### config.mk
export PLATFORM = sky130hd
export DESIGN_NAME = jump_base_resolver
export DESIGN_NICKNAME = d
export VERILOG_FILES = /design/src/rtl/jump_base_resolver_pkg.sv /design/src/rtl/jr_slot_scan.sv /design/src/rtl/jump_base_resolver.sv
export SDC_FILE = /design/constraint.sdc
export NUM_CORES = 1
export LEC_CHECK = 0
export CORE_MARGIN = 2
export CORE_UTILIZATION = 35
export CTS_CLUSTER_DIAMETER = 80
export DETAILED_ROUTE_END_ITERATION = 8
export PLACE_DENSITY = 0.75
export SYNTH_ARGS = -nofsm -noshare
export SYNTH_HDL_FRONTEND = slang
export SYNTH_SLANG_ARGS = --single-unit
export TNS_END_PERCENT = 1
### constraint.sdc
create_clock -name clk -period 3.5 [get_ports clk]
set_input_delay 0.7 -clock clk [delete_from_list [all_inputs] [get_ports clk]]
set_output_delay 0.7 -clock clk [all_outputs]
set_load 0.05 [all_outputs]
### src/rtl/jump_base_resolver_pkg.sv
// Shared definitions for the register-based jump base resolver.
//   - Instruction field positions for the register-jump opcode.
//   - FSM state encoding shared by the top and anything that observes it.
//   - is_reg_jump(): decodes one instruction word as a register-based jump.
package jump_base_resolver_pkg;

  localparam int INSTR_W = 16;

  localparam int          OP_MSB       = 15;
  localparam int          OP_LSB       = 12;
  localparam logic [3:0]  OP_JUMP      = 4'hF;
  localparam int          JMP_REG_BIT  = 0;
  localparam int          JMP_BASE_MSB = 11;
  localparam int          JMP_BASE_LSB = 8;

  typedef enum logic [1:0] {
    IDLE = 2'd0,
    WAIT = 2'd1,
    RESP = 2'd2
  } jr_state_e;

  function automatic logic is_reg_jump(input logic [INSTR_W-1:0] instr);
    return (instr[OP_MSB:OP_LSB] == OP_JUMP) && instr[JMP_REG_BIT];
  endfunction

endpackage

### src/rtl/jr_slot_scan.sv
// Combinational priority finder over the 4-wide decode bundle.
// Finds the oldest (lowest slot) register-based jump, extracts its base
// register index, and reports whether an older slot in the same bundle
// writes that base register (the scoreboard does not see those yet).
// Ports:
//   instr0..instr3  in   decode bundle, slot0 oldest
//   wr_en           in   per-slot "writes a register"
//   wr_reg          in   per-slot dest index, slot i at [i*AREG_W +: AREG_W]
//   hit             out  a register jump exists in the bundle
//   base            out  base register index of the winning jump
//   pend            out  an older slot in this bundle writes base
module jr_slot_scan
  import jump_base_resolver_pkg::*;
#(
  parameter int AREG_W = 4
) (
  input  logic [INSTR_W-1:0]  instr0,
  input  logic [INSTR_W-1:0]  instr1,
  input  logic [INSTR_W-1:0]  instr2,
  input  logic [INSTR_W-1:0]  instr3,
  input  logic [3:0]          wr_en,
  input  logic [4*AREG_W-1:0] wr_reg,
  output logic                hit,
  output logic [AREG_W-1:0]   base,
  output logic                pend
);

  logic [INSTR_W-1:0] instr_a [4];
  logic [1:0]         slot;

  always_comb begin
    instr_a[0] = instr0;
    instr_a[1] = instr1;
    instr_a[2] = instr2;
    instr_a[3] = instr3;
  end

  always_comb begin
    // NOTE: every output gets a default before any conditional assignment,
    // otherwise synthesis infers a latch to hold the old value.
    hit  = 1'b0;
    slot = 2'd0;
    base = '0;
    pend = 1'b0;

    // Walk from the youngest slot down so the oldest match overwrites last.
    for (int i = 3; i >= 0; i--) begin
      if (is_reg_jump(instr_a[i])) begin
        hit  = 1'b1;
        slot = 2'(i);
        base = AREG_W'(instr_a[i][JMP_BASE_MSB:JMP_BASE_LSB]);
      end
    end

    // Only writers older than the jump matter; younger ones execute after it.
    for (int i = 0; i < 3; i++) begin
      if (hit && (i < int'(slot)) && wr_en[i] &&
          (wr_reg[i*AREG_W +: AREG_W] == base)) begin
        pend = 1'b1;
      end
    end
  end

endmodule

### src/rtl/jump_base_resolver.sv
// Responder side of the register-based jump handshake, sitting in decode next
// to the register file and scoreboard. Captures the oldest register jump in
// the decode bundle, waits until its base register is architecturally valid
// (via scoreboard, writeback bypass, or r0), then returns the base value with
// a one-cycle ready pulse.
// Ports:
//   clk, rst                 clock, synchronous active-high reset
//   has_mispredict           flush; aborts any in-flight resolution
//   dec_instr0..3            decode bundle, slot0 oldest
//   dec_wr_en, dec_wr_reg    per-slot destination writes in the bundle
//   reg_busy                 scoreboard pending-write bits
//   rf_rd_addr, rf_rd_data   combinational register file read port
//   wb_en, wb_reg, wb_data   writeback ports snooped for bypass
//   jump_base_from_rf_0      resolved base value (registered)
//   jump_base_rdy_from_rf_0  one-cycle ready pulse (registered)
//   jr_busy                  resolver is not idle
//   jr_stall_cycles          saturating count of cycles spent waiting
module jump_base_resolver
  import jump_base_resolver_pkg::*;
#(
  parameter int NUM_WB = 2,
  parameter int AREG_W = 4,
  parameter int DATA_W = 16,
  parameter int CNT_W  = 16
) (
  input  logic                     clk,
  input  logic                     rst,
  input  logic                     has_mispredict,
  input  logic [INSTR_W-1:0]       dec_instr0,
  input  logic [INSTR_W-1:0]       dec_instr1,
  input  logic [INSTR_W-1:0]       dec_instr2,
  input  logic [INSTR_W-1:0]       dec_instr3,
  input  logic [3:0]               dec_wr_en,
  input  logic [4*AREG_W-1:0]      dec_wr_reg,
  input  logic [(2**AREG_W)-1:0]   reg_busy,
  output logic [AREG_W-1:0]        rf_rd_addr,
  input  logic [DATA_W-1:0]        rf_rd_data,
  input  logic [NUM_WB-1:0]        wb_en,
  input  logic [NUM_WB*AREG_W-1:0] wb_reg,
  input  logic [NUM_WB*DATA_W-1:0] wb_data,
  output logic [DATA_W-1:0]        jump_base_from_rf_0,
  output logic                     jump_base_rdy_from_rf_0,
  output logic                     jr_busy,
  output logic [CNT_W-1:0]         jr_stall_cycles
);

  jr_state_e state_q, state_d;

  logic [AREG_W-1:0] base_q;
  logic              pend_q;
  logic              byp_vld_q;
  logic [DATA_W-1:0] byp_data_q;
  logic [DATA_W-1:0] base_out_q;
  logic              rdy_q;
  logic [CNT_W-1:0]  cnt_q;

  logic              scan_hit;
  logic [AREG_W-1:0] scan_base;
  logic              scan_pend;

  logic [AREG_W-1:0] wb_tgt;
  logic              wb_hit;
  logic [DATA_W-1:0] wb_hit_data;

  logic              ready;
  logic [DATA_W-1:0] resolved;

  jr_slot_scan #(.AREG_W(AREG_W)) u_scan (
    .instr0 (dec_instr0),
    .instr1 (dec_instr1),
    .instr2 (dec_instr2),
    .instr3 (dec_instr3),
    .wr_en  (dec_wr_en),
    .wr_reg (dec_wr_reg),
    .hit    (scan_hit),
    .base   (scan_base),
    .pend   (scan_pend)
  );

  // Writeback snoop: in IDLE compare against the base being captured, in
  // WAIT against the held base. Lowest port index wins.
  always_comb begin
    wb_tgt      = (state_q == IDLE) ? scan_base : base_q;
    wb_hit      = 1'b0;
    wb_hit_data = '0;
    for (int p = NUM_WB - 1; p >= 0; p--) begin
      if (wb_en[p] && (wb_reg[p*AREG_W +: AREG_W] == wb_tgt)) begin
        wb_hit      = 1'b1;
        wb_hit_data = wb_data[p*DATA_W +: DATA_W];
      end
    end
  end

  // State register.
  always_ff @(posedge clk) begin
    // NOTE: sequential state uses non-blocking assignments so every flop
    // samples the pre-edge values regardless of statement order.
    if (rst) state_q <= IDLE;
    else     state_q <= state_d;
  end

  // Next-state logic.
  always_comb begin
    state_d = state_q;
    if (has_mispredict) begin
      state_d = IDLE;
    end else begin
      case (state_q)
        IDLE:    if (scan_hit) state_d = WAIT;
        WAIT:    if (ready)    state_d = RESP;
        RESP:                  state_d = IDLE;
        default:               state_d = IDLE;
      endcase
    end
  end

  // Output / datapath-select logic.
  always_comb begin
    jr_busy    = (state_q != IDLE);
    rf_rd_addr = base_q;

    // r0 is hardwired to zero, so it never waits on the scoreboard.
    ready = (state_q == WAIT) &&
            ((base_q == '0) || byp_vld_q || wb_hit ||
             (!reg_busy[base_q] && !pend_q));

    if (base_q == '0)   resolved = '0;
    else if (wb_hit)    resolved = wb_hit_data;
    else if (byp_vld_q) resolved = byp_data_q;
    else                resolved = rf_rd_data;
  end

  // Captured base, bypass, response and stall counter.
  always_ff @(posedge clk) begin
    if (rst) begin
      base_q     <= '0;
      pend_q     <= 1'b0;
      byp_vld_q  <= 1'b0;
      byp_data_q <= '0;
      base_out_q <= '0;
      rdy_q      <= 1'b0;
      cnt_q      <= '0;
    end else begin
      rdy_q <= 1'b0;
      if (has_mispredict) begin
        // base_out and the counter are deliberately held across a flush.
        pend_q    <= 1'b0;
        byp_vld_q <= 1'b0;
      end else begin
        case (state_q)
          IDLE: begin
            if (scan_hit) begin
              base_q <= scan_base;
              pend_q <= scan_pend;
              // A same-cycle writeback is only the final value if no older
              // slot in this bundle is about to overwrite the base again.
              if (wb_hit && !scan_pend) begin
                byp_vld_q  <= 1'b1;
                byp_data_q <= wb_hit_data;
              end else begin
                byp_vld_q  <= 1'b0;
              end
            end
          end
          WAIT: begin
            if (wb_hit) pend_q <= 1'b0;
            if (ready) begin
              base_out_q <= resolved;
              rdy_q      <= 1'b1;
            end else if (cnt_q != '1) begin
              cnt_q <= cnt_q + 1'b1;
            end
          end
          RESP: begin
            byp_vld_q <= 1'b0;
            pend_q    <= 1'b0;
          end
          default: begin
            byp_vld_q <= 1'b0;
            pend_q    <= 1'b0;
          end
        endcase
      end
    end
  end

  assign jump_base_from_rf_0     = base_out_q;
  assign jump_base_rdy_from_rf_0 = rdy_q;
  assign jr_stall_cycles         = cnt_q;

endmodule

==> impl_metrics.tcl, run 1 <==
set metrics [dict create \
    finish.cell_count_without_fillers 809 \
    grt_use_total_pct 23.23 \
    slew_headroom_pct 36.97 \
    place_ws_ps -560.3 \
    routed_via_density 5.617 \
    seqCellArea_um2 1141 \
    ir_drop_mv 0.2420 \
    synth_largest_area_cell "dfxtp_1" \
    synth_edf_count 0 \
    outcome "finished clean" \
    crit-reg2reg-launch "rf_rd_addr[1]" \
    fin_crit_sh_pct 98.93 \
    cts_buffer_depth 2 \
    firstDrtPassIters 7 \
    period_needed_ps 3462 \
    ys.flop_type "dfxtp_1" \
    required_ps 3680 \
    grt_pass1_wl_mm 21.74 \
    grt_pass1_vias 4481 \
    finalSetupViolCount 0 \
    synth_cell_types 62 \
    clk_latency_ps 350 \
    critPathMaxStageDelay_ps 410 \
    grt_max_degree 40 \
    antenna_found_initial 0 \
    syn-num-nets 597 \
    hp-class "reg2reg" \
    ys_warn_count 0 \
    path_class "in2reg" \
    yosys.area.top_type_share_pct 29.23 \
    die-width_um 109.6 \
    start_util_pct 36.01 \
    reg2reg_depth 11 \
    drive_gt1_share_pct 27.35 \
    end_kind "flip-flop" \
    holdPathStages 1 \
    power_density_nw_per_um2 253.2 \
    worstPathArrival_ps 3640 \
    cts_buffers 9 \
    fmax_mhz 288.8 \
    nFillCells 936 \
    cpMostUsedCell "buf_6" \
    multi_input_area_um2 2744 \
    final_common_cell "clkdlybuf4s50_1" \
    ant_nets 0 \
    netlist_area_um2 3904 \
    core_um2 10840 \
    tightest_slew_ps 945.5 \
    clk_pin_slew_worst_paths_ps 70 \
    startpoint_type "input pin" \
    dp_hpwl_mm 10.81 \
    dpl.cell_count 780 \
    gp_congestion 0.9086 \
    grt-ovfl-total 0 \
    slew_violations 0 \
    total_power_mw 1.690 \
    hold_start "jump_base_from_rf_0[14]" \
    n_antenna_cell 0 \
    drt_wl_total_mm 14.77 \
    post-route-drc-count 0 \
    rows 38 \
    portBuffers 165 \
    hold_viol 0 \
    syn_area_per_cell_um2 8.974 \
    cap_viol_max_count 0 \
    layout_common_cells "162 x clkdlybuf4s50_1, 65 x buf_4, 57 x dfxtp_1" \
    cts_htree_levels 3 \
    cts_sinks 57 \
    pin_count 199 \
    root_buffer "clkbuf_8" \
    fin_ws_ps 37.51 \
    die_h_um 109.6 \
    async_reset_ff_share_pct 0 \
    dieArea_um2 12010 \
    area_delta_synth_final_pct 71.03 \
    ys_ff_latch 57 \
    crit_path_max_fanout 6 \
    cts_tree "yes" \
    yosysSeqAreaShare_pct 29.23 \
    drtIter0Drc 265 \
    synthCells 435 \
    path_cells "clkdlybuf4s50_1 -> and4_4 -> buf_6 -> and3_4 -> a311oi_4 -> buf_6 -> mux2i_1 -> a211o_1 -> a211o_4 -> a2111oi_4 -> buf_4 -> and2_4 -> buf_6 -> a211oi_2" \
    worstReg2RegEnd "byp_data_q[8]" \
    hold_end "jump_base_from_rf_0[14]" \
    r2r_slack_ps 420 \
    skew_ps 21.19 \
    routedWlPerCell_um 18.26 \
    critPathSlowestCell "clkdlybuf4s50_1" \
    rsz0062_at_grt "true" \
    setup_tns_ps 0 \
    p_leak_nw 2.498 \
    fin_nets 826 \
    yosys-top-cells-area "dfxtp_1 29%, mux2_2 9.2%, mux2i_1 5.6%" \
    num_vias 4544 \
]
-- state kept, by name, summed over array words and instances, names as in the netlist --
name / count
byp_data_q: 16
jr_stall_cycles: 16
pend_q: 1
jump_base_from_rf_0: 16
jump_base_rdy_from_rf_0: 1
byp_vld_q: 1
state_q: 2
rf_rd_addr: 4
-- repair_timing --
item                                    in CTS  in global routing
hold buffers                                 0                  0
cloned                                       1                  4
pin swaps                                    4                 20
buffers inserted                             1                  7
resized for setup                           10                 45
endpoints found under the setup margin      16                 47
-- routing by layer --
| metal | part of all wire, % | track usage, % |
|---|---|---|
| met4 | 2.7 | 8.861 |
| met5 | 0 | 0 |
| met1 | 41 | 27.32 |
| met3 | 8.8 | 5.039 |
| met2 | 48 | 41.09 |
-- Yosys cell counts, types with 3 or more instances --
| cell | number |
|---|---|
| nor2_1 | 18 |
| nor3_1 | 7 |
| nand3_1 | 19 |
| and4_1 | 6 |
| mux2_2 | 32 |
| o211ai_1 | 6 |
| xor2_1 | 7 |
| a211oi_2 | 11 |
| mux2i_1 | 22 |
| o21ai_0 | 16 |
| nor4_1 | 6 |
| a31oi_1 | 4 |
| and2_1 | 4 |
| a21o_1 | 3 |
| or3_1 | 12 |
| dfxtp_1 | 57 |
| buf_2 | 4 |
| o2111ai_1 | 3 |
| a311oi_1 | 4 |
| a21oi_1 | 32 |
| o2bb2ai_1 | 16 |
| xnor2_1 | 5 |
| a211oi_1 | 7 |
| and3_1 | 12 |
| o31ai_1 | 3 |
| buf_4 | 4 |
| clkbuf_1 | 19 |
| inv_1 | 13 |
| or4_1 | 3 |
| a22oi_1 | 16 |
| nand2_1 | 22 |
| mux4_2 | 5 |
-- critical path: cells and delay by family --
family                 cells  cell delay, ps
muxes                      1              70
buffers and inverters      5            1030
and+or+nand+nor            3             560
AOI/OAI and AO/OA          5            1280
-- through the flow --
step                      util (%)  area (µm²)  hold WS, ps
after floorplan                  -        3904        460.5
after global placement       56.68        6145        452.6
after detailed placement     56.68        6145        447.3
after CTS                    59.11        6407        469.4
after global routing         61.59        6676        484.1
final                        61.59        6676        465.4
-- worst max path at each step --
stage | end | startpoint | cells after the start | slack (ps)
3_5_place_dp | byp_data_q[1] | dec_instr2[14] | 13 | -560
3_3_place_gp | byp_data_q[13] | dec_instr2[14] | 13 | -450
6_report | byp_data_q[8] | dec_instr2[13] | 14 | 40
5_1_grt | byp_data_q[8] | dec_instr2[13] | 14 | -70
4_1_cts | jump_base_from_rf_0[15] | dec_instr2[14] | 15 | -20
2_1_floorplan | jump_base_from_rf_0[10] | dec_instr1[14] | 11 | 90
-- area by class of cell --
class	count	area share (%)
Multi-Input combinational cell	335	41.10
Inverter	14	0.7871
Tap cell	140	2.624
Clock inverter	5	0.9558
Sequential cell	57	17.09
Timing Repair Buffer	247	35.33
Clock buffer	11	2.118
-- power by group --
| group | switching, mW | total, mW | internal [mW] |
|---|---|---|---|
| Sequential | 0.00480 | 0.656 | 0.652 |
| Clock | 0.283 | 0.637 | 0.353 |
| Combinational | 0.157 | 0.398 | 0.240 |
| Total | 0.446 | 1.69 | 1.24 |
-- cells by family after synthesis --
| logic type | share of synthesized area, % |
|---|---|
| AO/OA/AOI/OAI | 28.49 |
| XOR/XNOR | 2.692 |
| adder cells (fa/ha/maj) | 0.3205 |
| buffers and inverters | 5.128 |
| flip-flops | 29.23 |
| multiplexers | 18.04 |
| AND/OR/NAND/NOR | 16.09 |
Power figures use the tool's default switching activity.
==> run 2, diff against run 1 <==
CELL_PAD_IN_SITES_DETAIL_PLACEMENT = 0   (was unset)
CELL_PAD_IN_SITES_GLOBAL_PLACEMENT = 2   (was unset)
CORE_UTILIZATION = 20   (was 35)
PLACE_DENSITY = unset   (was 0.75)
PLACE_DENSITY_LB_ADDON = 0.1   (was unset)
==> run 2 against run 1 <==
Compared with the run above:
- worst hold slack lost 1.0 ps
- worst setup slack gained 63 ps
- largest power group is now the clock network
- register-to-register slack gained 50 ps
- flip-flop and latch count is the same
- combinational power grew 1%
- sequential share of layout area shrank 0.94 points
- clock skew shrank 14 ps
- global-route usage shrank 7.5 points
- non-clock buffer count grew 7
- sequential power is essentially flat
- largest cell class unchanged
- final area grew 5.8%
- first-iteration DRC count shrank 32%
- critical endpoint is now jr_stall_cycles[3]
==> impl_metrics.tcl, run 2 (same netlist as run 1, synthesis figures left out) <==
set metrics [dict create \
    outcome "finished clean" \
    wl_met2_mm 8.065 \
    reg2reg_depth 12 \
    hold_viol 0 \
    cpLargestDelayFamily "buffers and inverters" \
    routed_via_density 4.714 \
    layout_common_cells "152 x clkdlybuf4s50_1, 77 x buf_4, 57 x dfxtp_1" \
    clk_pin_slew_worst_paths_ps 60 \
    rows 51 \
    multi_input_area_um2 2794 \
    cts_buffer_depth 2 \
    tightest_slew_ps 792.2 \
    period_needed_ps 3399 \
    grt_pass1_wl_mm 24.83 \
    finalSetupViolCount 0 \
    slew_violations 0 \
    startpoint_type "input pin" \
    fin_nets 833 \
    cts_htree_levels 3 \
    drive_gt1_share_pct 28.70 \
    hold_start "jump_base_from_rf_0[13]" \
    hold_buffers 0 \
    portBuffers 165 \
    ir_drop_mv 0.2008 \
    finish.cell_count_without_fillers 941 \
    crit_path_max_fanout 5 \
    area_delta_synth_final_pct 80.99 \
    pin_count 199 \
    ant_nets 0 \
    skew_ps 7.042 \
    n_antenna_cell 0 \
    power_density_nw_per_um2 278.3 \
    crit-reg2reg-launch "state_q[1]" \
    final_util_pct 36.54 \
    drt-met1-wl_mm 7.353 \
    cts_tree "yes" \
    fin_crit_sh_pct 97.12 \
    die_h_um 143.7 \
    firstDrtPassIters 4 \
    slew_headroom_pct 46.52 \
    cp_num_buf_inv 6 \
    post-route-drc-count 0 \
    root_buffer "clkbuf_16" \
    worstReg2RegEnd "jr_stall_cycles[3]" \
    path_cells "clkdlybuf4s50_1 -> nand2_2 -> nor2_2 -> buf_6 -> a311oi_4 -> buf_4 -> or3_1 -> a41o_1 -> o2111ai_4 -> buf_6 -> nand4_1 -> buf_4 -> clkbuf_16 -> or3_1 -> a21oi_1" \
    cts_buffers 9 \
    grt_max_degree 22 \
    routedWlPerCell_um 17.34 \
    nFillCells 1962 \
    drt_wl_total_mm 16.32 \
    gp_congestion 0.8782 \
    end_kind "flip-flop" \
    hold_end "jump_base_from_rf_0[13]" \
    critPathMaxStageDelay_ps 470 \
    dieArea_um2 20650 \
    path_class "in2reg" \
    dp_hpwl_mm 12.18 \
    critPathSlowestCell "clkdlybuf4s50_1" \
    seqCellArea_um2 1141 \
    dpl.cell_count 912 \
    hp-class "reg2reg" \
    antenna_found_initial 0 \
    start_util_pct 20.19 \
    cap_viol_max_count 0 \
    clk_latency_ps 340 \
    total_power_mw 1.966 \
    cts_sinks 57 \
    fmax_mhz 294.2 \
    drtIter0Drc 180 \
    worstPathArrival_ps 3670 \
    num_vias 4436 \
    met3_length_um 754 \
    core_um2 19330 \
    die-width_um 143.7 \
    grt-ovfl-total 0 \
    final_common_cell "clkdlybuf4s50_1" \
    grt_use_total_pct 15.70 \
    required_ps 3770 \
    r2r_slack_ps 470 \
    grt_pass1_vias 4549 \
    topRoutingLayerUsed "met4" \
    cp.depth 15 \
    p_leak_nw 2.665 \
    holdPathStages 1 \
]
-- run 2: worst max path at each step --
stage	start	end	slack, ps
after floorplan	dec_instr1[14]	jump_base_from_rf_0[10]	90
after global placement	dec_instr2[14]	byp_data_q[12]	-580
after detailed placement	dec_instr2[14]	byp_data_q[9]	-640
after CTS	dec_instr1[14]	byp_data_q[4]	9
after global routing	dec_instr3[0]	jr_stall_cycles[4]	-10
final	dec_instr3[0]	jr_stall_cycles[3]	100
-- run 2: power by group --
group	switching [mW]	internal [mW]	leakage [nW]	total, mW
registers	0.00282	0.652	0.459	0.655
logic	0.162	0.241	2.06	0.403
clock network	0.338	0.571	0.141	0.908
-- run 2: worst reg2reg max path, cell delays in order, from the launching register on --
cell,delay [ps]
dfxtp_1,320
nor2_1,440
clkinv_1,130
buf_4,210
o41ai_1,390
a211o_1,210
a211o_4,140
buf_4,120
nand4_1,190
buf_4,220
clkbuf_16,150
or3_1,340
a21oi_1,120
-- run 2: metrics by stage --
stage | instance area (µm²) | hold WS, ps | setup slack, ps | TNS [ps]
final | 7066 | 464.3 | 100.9 | 0
after global placement | 6377 | 452.2 | -584.5 | -26340
after detailed placement | 6377 | 445.3 | -635.3 | -27470
after global routing | 7066 | 480.3 | -14.46 | -59.25
after floorplan | 3904 | 460.5 | 93.28 | 0
after CTS | 6904 | 467.8 | 9.390 | 0
-- run 2: repair_timing --
item | 4_1_cts | 5_1_grt
cloned | 2 | 2
endpoints found under the setup margin | 49 | 43
pin swaps | 13 | 28
setup buffers | 9 | 4
gates resized for setup | 26 | 38
hold endpoints to repair | 0 | 0
-- run 2: final cells by class --
type	instances	share of cell area (%)
multi-input cells	335	39.54
clock inverters	6	0.9386
flip-flops and latches	57	16.15
clock buffers	10	3.382
inverters	14	0.7438
repair buffers	254	34.55
well taps	265	4.693
-- run 2: metal layers --
layer / global-route usage, % / vias to the layer above
li1: - / 2174
met1: 19.90 / 2152
met3: 3.899 / 11
met2: 26.89 / 99
met4: 3.457 / 0
met5: 0 / -
==> run 3, diff against run 2 <==
CTS_CLUSTER_DIAMETER = 30   (was 80)
==> results of run 3 <==
Final layout, timing and power as in run 2 (identical DEF).
